**src/rtl/ring_input_buffer_if.sv**
```systemverilog
// Flit interface of one ring input buffer: upstream valid/ready push side,
// arbiter-facing req/ack pop side, plus occupancy and error status.
interface ring_input_buffer_if #(
   parameter int DATA_WIDTH = 64,
   parameter int DEPTH      = 4
);
   localparam int AW = $clog2(DEPTH);

   logic                  in_valid;
   logic                  in_ready;
   logic [DATA_WIDTH-1:0] in_data;
   logic                  req;
   logic                  ack;
   logic [DATA_WIDTH-1:0] out_data;
   logic [AW:0]           count;
   logic                  ack_err;

   // Buffer side
   modport slave (
      input  in_valid, in_data, ack,
      output in_ready, req, out_data, count, ack_err
   );

   // Environment side: upstream link plus arbiter
   modport master (
      output in_valid, in_data, ack,
      input  in_ready, req, out_data, count, ack_err
   );
endinterface

```
**src/rtl/ring_input_buffer.sv**
```systemverilog
// Per-input FIFO in front of the ring router's round-robin arbiter.
// Holds up to DEPTH flits, requests the arbiter while non-empty, presents
// the head flit combinationally and pops it on the cycle ack is high.
module ring_input_buffer #(
   parameter int DATA_WIDTH = 64,
   parameter int DEPTH      = 4
) (
   input  logic                clk,
   input  logic                reset,   // asynchronous, active low
   ring_input_buffer_if.slave  bus
);
   localparam int          AW   = $clog2(DEPTH);
   localparam logic [AW:0] FULL = (AW+1)'(DEPTH);

   logic [DATA_WIDTH-1:0] mem_q [DEPTH];
   logic [AW-1:0]         rd_ptr_q, rd_ptr_d;
   logic [AW-1:0]         wr_ptr_q, wr_ptr_d;
   logic [AW:0]           count_q, count_d;
   logic                  ack_err_q, ack_err_d;

   logic                  req;
   logic                  in_ready;
   logic                  push;
   logic                  pop;

   // Handshakes depend only on registered occupancy; a full buffer refuses
   // a push even if the head leaves in the same cycle.
   assign in_ready = (count_q != FULL);
   assign req      = (count_q != '0);
   assign push     = bus.in_valid & in_ready;
   assign pop      = req & bus.ack;

   // Next-state: pointers wrap naturally since DEPTH is a power of two
   always_comb begin
      rd_ptr_d  = rd_ptr_q;
      wr_ptr_d  = wr_ptr_q;
      count_d   = count_q;
      ack_err_d = ack_err_q | (bus.ack & ~req);
      if (push) wr_ptr_d = wr_ptr_q + AW'(1);
      if (pop)  rd_ptr_d = rd_ptr_q + AW'(1);
      case ({push, pop})
         2'b10:   count_d = count_q + (AW+1)'(1);
         2'b01:   count_d = count_q - (AW+1)'(1);
         default: count_d = count_q;
      endcase
   end

   // Control state; reset discards all queued flits at once
   always_ff @(posedge clk or negedge reset) begin
      if (!reset) begin
         rd_ptr_q  <= '0;
         wr_ptr_q  <= '0;
         count_q   <= '0;
         ack_err_q <= 1'b0;
      end else begin
         rd_ptr_q  <= rd_ptr_d;
         wr_ptr_q  <= wr_ptr_d;
         count_q   <= count_d;
         ack_err_q <= ack_err_d;
      end
   end

   // Flit storage, written only on an accepted push so X data never lands
   always_ff @(posedge clk) begin
      if (push) mem_q[wr_ptr_q] <= bus.in_data;
   end

   assign bus.in_ready = in_ready;
   assign bus.req      = req;
   assign bus.out_data = req ? mem_q[rd_ptr_q] : '0;
   assign bus.count    = count_q;
   assign bus.ack_err  = ack_err_q;
endmodule

```
**src/flat_wrapper.sv**
```systemverilog
// flat-port wrapper written by rule: the top's interface ports become plain ports
module ring_input_buffer_flat 
#(
   parameter int DATA_WIDTH = 64,
   parameter int DEPTH      = 4
)
  (clk, reset, bus_in_valid, bus_in_data, bus_ack, bus_in_ready, bus_req, bus_out_data, bus_count, bus_ack_err);
  ring_input_buffer_if #(.DATA_WIDTH(DATA_WIDTH), .DEPTH(DEPTH)) bus_i ();
  input  logic clk;
  input  logic reset;
  input wire logic [$bits(bus_i.in_valid)-1:0] bus_in_valid;
  input wire logic [$bits(bus_i.in_data)-1:0] bus_in_data;
  input wire logic [$bits(bus_i.ack)-1:0] bus_ack;
  output wire logic [$bits(bus_i.in_ready)-1:0] bus_in_ready;
  output wire logic [$bits(bus_i.req)-1:0] bus_req;
  output wire logic [$bits(bus_i.out_data)-1:0] bus_out_data;
  output wire logic [$bits(bus_i.count)-1:0] bus_count;
  output wire logic [$bits(bus_i.ack_err)-1:0] bus_ack_err;
  assign bus_i.in_valid = bus_in_valid;
  assign bus_i.in_data = bus_in_data;
  assign bus_i.ack = bus_ack;
  assign bus_in_ready = bus_i.in_ready;
  assign bus_req = bus_i.req;
  assign bus_out_data = bus_i.out_data;
  assign bus_count = bus_i.count;
  assign bus_ack_err = bus_i.ack_err;
  ring_input_buffer #(.DATA_WIDTH(DATA_WIDTH), .DEPTH(DEPTH)) u_core (.clk(clk), .reset(reset), .bus(bus_i));
endmodule
```
**config.mk**
```make
export PLATFORM = sky130hd
export DESIGN_NAME = ring_input_buffer_flat
export DESIGN_NICKNAME = d
export VERILOG_FILES = /design/src/rtl/ring_input_buffer_if.sv /design/src/rtl/ring_input_buffer.sv /design/src/flat_wrapper.sv
export SDC_FILE = /design/constraint.sdc
export NUM_CORES = 1
export LEC_CHECK = 0
export ABC_CLOCK_PERIOD_IN_PS = 3600
export CAP_MARGIN = 30
export CORE_ASPECT_RATIO = 1.25
export CORE_MARGIN = 4
export CORE_UTILIZATION = 35
export DETAILED_ROUTE_END_ITERATION = 12
export PLACE_DENSITY = 0.63
export SETUP_SLACK_MARGIN = 0.05
export SYNTH_ARGS = -nofsm -noshare
export SYNTH_HDL_FRONTEND = slang
export SYNTH_SLANG_ARGS = --single-unit
```
**constraint.sdc**
```tcl
create_clock -name clk -period 3.6 [get_ports clk]
set_clock_uncertainty 0.15 [all_clocks]
set_input_delay 0.54 -clock clk [delete_from_list [all_inputs] [get_ports clk]]
set_output_delay 0.54 -clock clk [all_outputs]
set_load 0.01 [all_outputs]
```
==> out/summary.txt, run 1 <==
family with the most delay on the worst path - buffers and inverters
leading cell type in the layout, fill and taps excluded - edfxtp_1
CP peak stage delay - 0.65 ns
root buffer cell - clkbuf_16
number of remaining DRC errors - 0
drt total wl - 19800 µm
PortBufs - 137
clk_lat worst skew - 0.51 ns
Unique masters post-synth - 23
Initial Utilization - 0.355
Area contributors post-synth - edfxtp_1 76%, mux4_2 14%, and2_1 4.0%
CP Capture Type - output pin
Final Max Slew Viols - 0
Num CTS Buffers - 26
H-tree levels - 1
# hold bufs at CTS - 0
Fmax achieved - 0.297 GHz
P per Cell Area - 865 nW/µm²
post_cts resized - 0
layout cells sized above 1 - 0.195
Fillers - 2395
status - finished, final reports clean
most frequent cells in the layout - 256 x edfxtp_1, 137 x clkdlybuf4s50_1, 65 x and2_1, 64 x mux4_2, 27 x clkbuf_16
top cell type's share of synthesized area - 0.760
Initial DRT Pass Iterations - 4
largest net degree at the start of global routing - 69
Setup TNS - 0 ns
CP arrival - 2.67 ns
Area growth syn-to-layout - 27.3%
hpwl dp - 12100 µm
design area - 12900 µm²
CTS tree - done
Post-DP Area - 12000 µm²
Clk pwr share - 0.251
GR Overflow Total - 0
postcts setup bufs - 0
Mean Syn Cell Area - 22.7 µm²
Die H - 198 µm
Worst EP required - 2.91 ns
IO Pins - 138
Max clock buf depth - 3
DRT iter0 DRCs - 177
Die ar. - 31700 µm²
part of the Yosys area used for sequential elements - 0.779
P_leak - 4.18 nW
Synth Net Count - 520
Cells after Synth - 446
final hold vios - 0
routability cong. - 0.685
CP cell instances - buf_12 > mux4_2 > and2_1 > clkdlybuf4s50_1
core region area - 28500 µm²
initial antenna violation count - 0
cell row count - 69
Seq pwr share - 0.386
DR WL/cell - 20.3 µm
CP Launch Type - register
Antenna Cells - 0
Synth area leader - edfxtp_1
final setup fails - 0
Slew @ Worst Pin - 0.670 ns
total clock sinks - 264
Int Pwr - 8.06 mW
Final Critical Period - 3.36 ns
final worst path period share - 0.934
Synth Cell Area - 10100 µm²
Die X - 160 µm
Sw Pwr - 3.08 mW
Crit Path Category - register to output pin
vias in the first global route - 5414
Yosys warning total - 0
RSZ-0062 raised after global routing - false
post-route ant nets - 0
clk slew on worst S/H paths - 0.06 ns
first-pass GRT wire length - 31100 µm
Fin Hold WS - 0.171 ns
switch share - 0.276
WP buf/inv - 2
HP Class - input pin to async pin
final net count - 675
Max Cap Viol - 0
via/cell ratio - 4.83
via count - 4717
Critical Path Slowest Stage Cell - dfrtp_4
maximum fanout along the worst path - 25
peak supply drop - 0.618 mV
Yosys reg bits - 264
All-Layer GR Usage - 0.125
Slew headroom - 0.553
Comb pwr share - 0.363
[registers in the layout, summed over array words and instances (netlist names)]
signal	flops
u_core.rd_ptr_q	2
u_core.wr_ptr_q	2
u_core.mem_q	256
u_core.bus.ack_err	1
u_core.bus.count	3
[power by group through the flow]
stage,clock [mW],sequential (mW),combinational (mW)
after floorplan,0,4.26,2.31
after global placement,0,4.33,4.12
after detailed placement,0,4.38,4.15
after CTS,2.89,4.31,4.18
after global routing,3.02,4.36,4.40
final,2.80,4.30,4.04
[cell type report]
class / instances / area, µm² / share of cell area
sequential: 264 / 7900 / 0.613
multi-input combinational: 154 / 2100 / 0.163
timing repair buffer: 148 / 1530 / 0.119
clock buffer: 31 / 691 / 0.0536
tap: 355 / 444 / 0.0345
clock inverter: 17 / 208 / 0.0161
inverter: 7 / 26.3 / 0.00204
[synthesized netlist by cell type, drive strengths merged]
master	instances
and2	66
and3	4
buf	13
clkbuf	8
dfrtp	8
edfxtp	256
fa	1
ha	5
inv	7
mux2	1
mux4	64
nand2	1
nand3	1
nor2	1
o21ai	1
o21bai	1
or3	1
or3b	1
xnor2	3
xor2	3
[worst register-to-register path: stages (launching register included)]
cell and delay [ns]:
dfrtp_1 0.44, or3_4 0.60, and2_1 0.31, ha_1 0.20, inv_1 0.06, fa_1 0.37
xor2_1 0.15, nor2_1 0.12, xor2_1 0.15
[final timing paths]
path,end,startpoint,slack (ns),depth (start not counted)
hold / removal,u_core.wr_ptr_q[1]$_DFFE_PN0P_,reset,0.17,1
max in group asynchronous,u_core.rd_ptr_q[0]$_DFFE_PN0P_,reset,2.80,1
setup / recovery,bus_out_data[27],u_core.rd_ptr_q[0]$_DFFE_PN0P_,0.24,4
setup reg to reg,u_core.bus.count[2]$_DFFE_PN0P_,u_core.bus.count[0]$_DFFE_PN0P_,0.97,8
min in group clk,u_core.bus.ack_err$_DFF_PN0_,u_core.bus.ack_err$_DFF_PN0_,0.33,1
hold reg to reg,u_core.bus.ack_err$_DFF_PN0_,u_core.bus.ack_err$_DFF_PN0_,0.33,1
[cell families after synthesis]
kind of cell | Yosys count | share of synthesized area
AO/OA/AOI/OAI | 2 | 0.00124
XOR/XNOR | 6 | 0.00519
adder cells (fa/ha/maj) | 6 | 0.00816
buffers and inverters | 28 | 0.0156
flip-flops | 264 | 0.779
multiplexers | 65 | 0.144
AND/OR/NAND/NOR | 75 | 0.0470
[stage by stage]
step / power (mW) / worst slack [ns] / util / instances
floorplan: 6.57 / 0.746 / - / 446
global placement: 8.44 / 0.725 / 0.421 / 928
detailed placement: 8.53 / 0.717 / 0.421 / 928
CTS: 11.4 / 0.148 / 0.452 / 976
global route: 11.8 / 0.0650 / 0.452 / 976
finish: 11.1 / 0.237 / 0.452 / 976
[metal layers]
metal / track usage / part of all wire / up-vias
li1: - / - / 2117
met1: 0.160 / 0.42 / 2448
met2: 0.220 / 0.50 / 117
met3: 0.0244 / 0.051 / 35
met4: 0.0319 / 0.021 / 0
met5: 0 / 0 / -
(Power assumes the default switching activity.)
==> run 2, diff against run 1 <==
- ABC_AREA: not set -> 1
- ABC_CLOCK_PERIOD_IN_PS: 3600 -> 2730
- CAP_MARGIN: 30 -> 20
- PLACE_DENSITY: 0.63 -> 0.64
- clock period: 3.6 -> 2.73 ns (I/O delays scaled with it)
==> run 2 against run 1 <==
Against the previous run: synthesized cell count increased by 140%; via count increased by 57%; combinational power increased by 58%; largest cell class unchanged; critical path depth increased by 1; sequential power increased by 29%.
==> out/summary.txt, run 2 <==
layout cells sized above 1 - 0.0690
HP Class - register to register
Area contributors post-synth - edfxtp_1 68%, nand2_1 9.0%, inv_1 8.9%
top cell type's share of synthesized area - 0.680
Initial Utilization - 0.355
most numerous cell in the Yosys netlist - nand2_1
final setup fails - 0
RSZ-0062 raised after global routing - true
Yosys reg bits - 264
DR WL/cell - 15.6 µm
Final Critical Period - 2.59 ns
Slew headroom - 0.704
final hold vios - 0
Antenna Cells - 0
Fmax achieved - 0.386 GHz
Die ar. - 35300 µm²
All-Layer GR Usage - 0.144
root buffer cell - clkbuf_16
Critical Path Slowest Stage Cell - dfrtp_4
Mean Syn Cell Area - 10.6 µm²
first-pass GRT wire length - 40200 µm
Max clock buf depth - 3
CP peak stage delay - 0.55 ns
Slew @ Worst Pin - 0.444 ns
via count - 7413
CP cell instances - buf_12 > nand2_1 > nand3_1 > a21oi_1 > dlygate4sd2_1
Synth area leader - edfxtp_1
EDFF count, synth - 256
Top FF cell, synth - edfxtp_1
DRT iter0 DRCs - 436
Area growth syn-to-layout - 26.0%
Post-synth top cells - 270 x nand2_1, 268 x inv_1, 256 x edfxtp_1
via/cell ratio - 4.51
final worst path period share - 0.949
post-route ant nets - 0
H-tree levels - 1
CTS tree - done
total clock sinks - 264
GR Overflow Total - 0
most frequent cells in the layout - 270 x nand2_1, 268 x inv_1, 256 x edfxtp_1, 133 x nand3_1, 73 x clkdlybuf4s50_1
P_leak - 6.22 nW
vias in the first global route - 7530
Max Cap Viol - 0
Worst EP required - 2.17 ns
Die X - 169 µm
Post-DP Area - 13400 µm²
Die H - 209 µm
P per Cell Area - 1070 nW/µm²
status - finished, final reports clean
final net count - 1289
Synth Cell Area - 11300 µm²
IO Pins - 138
largest net degree at the start of global routing - 65
asr flop ratio synth - 0.0303
Num CTS Buffers - 26
Unique masters post-synth - 20
Setup TNS - 0 ns
clk slew on worst S/H paths - 0.06 ns
design area - 14300 µm²
CP Capture Type - output pin
hpwl dp - 14800 µm
Yosys warning total - 0
routability cong. - 0.754
CP arrival - 2.03 ns
Final Util - 0.447
part of the Yosys area used for sequential elements - 0.697
Initial DRT Pass Iterations - 5
CP Launch Type - register
Crit Path Category - register to output pin
number of remaining DRC errors - 0
Final Max Slew Viols - 0
cell row count - 73
peak supply drop - 0.544 mV
leading cell type in the layout, fill and taps excluded - nand2_1
initial antenna violation count - 2
drt total wl - 25600 µm
Synth Net Count - 1143
Reg with most FFs - u_core.mem_q
clk_lat worst skew - 0.53 ns
core region area - 31900 µm²
max FFs per register - 256
Cells after Synth - 1069
PortBufs - 137
maximum fanout along the worst path - 55
run 2: cells by family after synthesis:
| group | count (synthesis) | synth area share |
|---|---|---|
| AND/OR/NAND/NOR | 409 | 0.151 |
| buffers and inverters | 321 | 0.113 |
| flip-flops | 264 | 0.697 |
| AO/OA/AOI/OAI | 67 | 0.0299 |
| adder cells (fa/ha/maj) | 6 | 0.00730 |
| XOR/XNOR | 2 | 0.00155 |
run 2: cell type report:
class                   instances  area [µm²]
inverters                     272        1040
fillers                      2897       17600
well taps                     412         515
clock buffers                  31         691
flip-flops and latches        264        7890
repair buffers                167        1810
multi-input cells             484        2220
clock inverters                13        90.1
run 2: per-stage QoR:
step / hold slack (ns) / total power [mW] / instances / setup WS, ns
floorplan: -0.0361 / 9.06 / 1069 / -0.441
global placement: 0.322 / 12.2 / 1591 / 0.238
detailed placement: 0.321 / 12.3 / 1591 / 0.244
CTS: 0.325 / 15.5 / 1643 / -0.120
global route: 0.350 / 16.2 / 1643 / 0.0379
finish: 0.344 / 15.2 / 1643 / 0.140
run 2: report_power, final:
part	total, mW	internal [mW]	switching [mW]
Combinational	6.37	2.54	3.84
Clock	3.32	1.89	1.44
Sequential	5.55	5.33	0.218
run 2: final timing paths:
path                            cells past startpoint                         endpoint  slack (ns)                            start
worst max-delay path                                5                 bus_out_data[27]        0.14   u_core.rd_ptr_q[0]$_DFFE_PN0P_
worst min-delay path                                1     u_core.bus.ack_err$_DFF_PN0_        0.34     u_core.bus.ack_err$_DFF_PN0_
worst max register to register                     10  u_core.bus.count[2]$_DFFE_PN0P_        0.63  u_core.bus.count[1]$_DFFE_PN0P_
worst min register to register                      1     u_core.bus.ack_err$_DFF_PN0_        0.34     u_core.bus.ack_err$_DFF_PN0_
max in group asynchronous                           2   u_core.rd_ptr_q[0]$_DFFE_PN0P_        1.57                            reset
min in group asynchronous                           2  u_core.bus.count[2]$_DFFE_PN0P_        0.55                            reset
run 2: routing by layer:
metal	vias up	part of all wire	routed length, µm	global-route usage
li1	3675	-	-	-
met1	3529	0.42	10900	0.179
met2	161	0.50	12800	0.251
met3	44	0.048	1230	0.0265
met4	4	0.027	692	0.0518
met5	-	0.00090	23	0
run 2: what timing repair did:
item,in CTS,in global routing
hold endpoints to repair,2,0
gates resized for setup,77,16
hold buffers,1,0
cloned,2,0
pin swaps,0,0
setup endpoints to repair,64,14
setup buffers,5,0
run 2: worst max-delay path, delay by kind of cell, from the launching register on:
kind | cells | cell delay [ns]
flops | 1 | 0.55
buf+inv | 2 | 0.49
compound gates | 1 | 0.21
simple gates | 2 | 0.18
==> run 3, diff against run 2 <==
- CORE_MARGIN: 4 -> 2
==> run 3 against run 2 <==
Against the previous run: the run now ends with setup timing left; total power increased by 2.9%; combinational power increased by 4.7%; sequential share of layout area decreased by 0.24 points; non-clock buffer count decreased by 5; global-route usage up 0.70 points; sequential power about the same; critical path depth unchanged; core utilization increased by 0.33 points; first-iteration DRC count is 6.2% lower; fmax down 9.6%; clock power is 5% higher; critical path type unchanged; highest routed layer unchanged.
==> out/summary.txt, run 3 (synthesis gave the netlist of run 2 again) <==
violated checks - setup timing
CP Launch Type - register
maximum fanout along the worst path - 76
area of the multi-input gates - 2200 µm²
DRT iter0 DRCs - 409
status - finished, violations left
leading cell type in the layout, fill and taps excluded - nand2_1
Antenna Cells - 0
P per Cell Area - 1090 nW/µm²
All-Layer GR Usage - 0.151
via/cell ratio - 4.52
clk_lat worst skew - 0.53 ns
Max clock buf depth - 3
DR WL/cell - 15.4 µm
HP Class - input pin to async pin
P_leak - 6.24 nW
IO Pins - 138
Final Worst Setup Slack - -0.134 ns
total clock sinks - 264
final net count - 1285
r2r startpoint - u_core.bus.count[2]$_DFFE_PN0P_
via count - 7413
H-tree levels - 1
Slew headroom - 0.729
most frequent cells in the layout - 270 x nand2_1, 267 x inv_1, 256 x edfxtp_1, 133 x nand3_1, 115 x clkdlybuf4s50_1
r2r worst-path depth - 11
drt total wl - 25300 µm
Final Critical Period - 2.86 ns
GR Overflow Total - 0
Crit Path Category - register to output pin
cell row count - 73
family with the most delay on the worst path - buffers and inverters
Initial Utilization - 0.356
Area growth syn-to-layout - 26.6%
final setup fails - 42
CTS tree - done
final hold vios - 0
number of remaining DRC errors - 0
final worst path period share - 1.05
Reg with most FFs - u_core.mem_q
clk slew on worst S/H paths - 0.06 ns
initial antenna violation count - 3
CP cell instances - buf_12 > nand2_1 > nand3_1 > a21oi_1 > clkdlybuf4s50_1
CP Capture Type - output pin
post-route ant nets - 0
core region area - 31800 µm²
RSZ-0062 raised after global routing - true
largest net degree at the start of global routing - 77
Setup TNS - -2.92 ns
first-pass GRT wire length - 38800 µm
Max Cap Viol - 0
CP peak stage delay - 0.57 ns
Num CTS Buffers - 27
Final Max Slew Viols - 0
Critical Path Slowest Stage Cell - clkdlybuf4s50_1
hpwl dp - 14500 µm
CP arrival - 2.30 ns
WP buf/inv - 2
Seq. cell area - 7890 µm²
max FFs per register - 256
Die H - 205 µm
root buffer cell - clkbuf_16
Slew @ Worst Pin - 0.405 ns
Die ar. - 33800 µm²
Initial DRT Pass Iterations - 7
dpl ws - 0.294 ns
Die X - 165 µm
Fmax achieved - 0.349 GHz
peak supply drop - 0.613 mV
Worst EP required - 2.17 ns
r2r setup slk - 0.77 ns
layout cells sized above 1 - 0.0659
R2R Path End - u_core.bus.count[2]$_DFFE_PN0P_
Fillers - 2889
PortBufs - 137
# hold bufs at CTS - 0
vias in the first global route - 7422
routability cong. - 0.781
[run 3: area by class of cell]
type,count,area share
Tap cell,412,0.0360
Multi-Input combinational cell,484,0.154
Clock buffer,30,0.0480
Inverter,272,0.0720
Clock inverter,17,0.0105
Sequential cell,264,0.551
Timing Repair Buffer,162,0.128
[run 3: timing repair]
item                       CTS  global route
hold endpoints to repair     0             0
setup buffers                1             0
gates cloned                 1             0
setup endpoints to repair   64            63
gates resized for setup     15            24
[run 3: power breakdown]
part	internal (mW)	switching [mW]	total (mW)
logic	2.84	3.83	6.67
registers	5.33	0.202	5.53
clock network	2.00	1.48	3.48
total	10.2	5.51	15.7
[run 3: stage by stage]
| stage | utilization | cell area (µm²) | power [mW] | instances | hold slack (ns) |
|---|---|---|---|---|---|
| after floorplan | - | 11300 | 9.06 | 1069 | -0.0361 |
| after global routing | 0.451 | 14300 | 16.7 | 1641 | 0.0254 |
| after global placement | 0.420 | 13400 | 12.2 | 1592 | 0.322 |
| final | 0.451 | 14300 | 15.7 | 1641 | 0.0248 |
| after CTS | 0.448 | 14300 | 15.9 | 1641 | 0.00775 |
| after detailed placement | 0.420 | 13400 | 12.3 | 1592 | 0.314 |
[run 3: worst max-delay path by stage]
stage | startpoint | to | slack (ns) | depth (start not counted)
after floorplan | u_core.bus.count[1]$_DFFE_PN0P_ | u_core.mem_q[0][0]$_DFFE_PP_ | -0.44 | 4
after global placement | u_core.rd_ptr_q[0]$_DFFE_PN0P_ | bus_out_data[16] | 0.29 | 5
after detailed placement | u_core.rd_ptr_q[0]$_DFFE_PN0P_ | bus_out_data[8] | 0.29 | 5
after CTS | u_core.rd_ptr_q[0]$_DFFE_PN0P_ | bus_out_data[8] | -0.18 | 5
after global routing | u_core.rd_ptr_q[0]$_DFFE_PN0P_ | bus_out_data[59] | -0.22 | 5
final | u_core.rd_ptr_q[0]$_DFFE_PN0P_ | bus_out_data[33] | -0.13 | 5
[run 3: layer usage]
| metal | track usage | share of wire | vias to the layer above |
|---|---|---|---|
| li1 | - | - | 3674 |
| met1 | 0.186 | 0.42 | 3537 |
| met2 | 0.265 | 0.50 | 152 |
| met3 | 0.0255 | 0.046 | 44 |
| met4 | 0.0562 | 0.027 | 6 |
| met5 | 0 | 0.0016 | - |
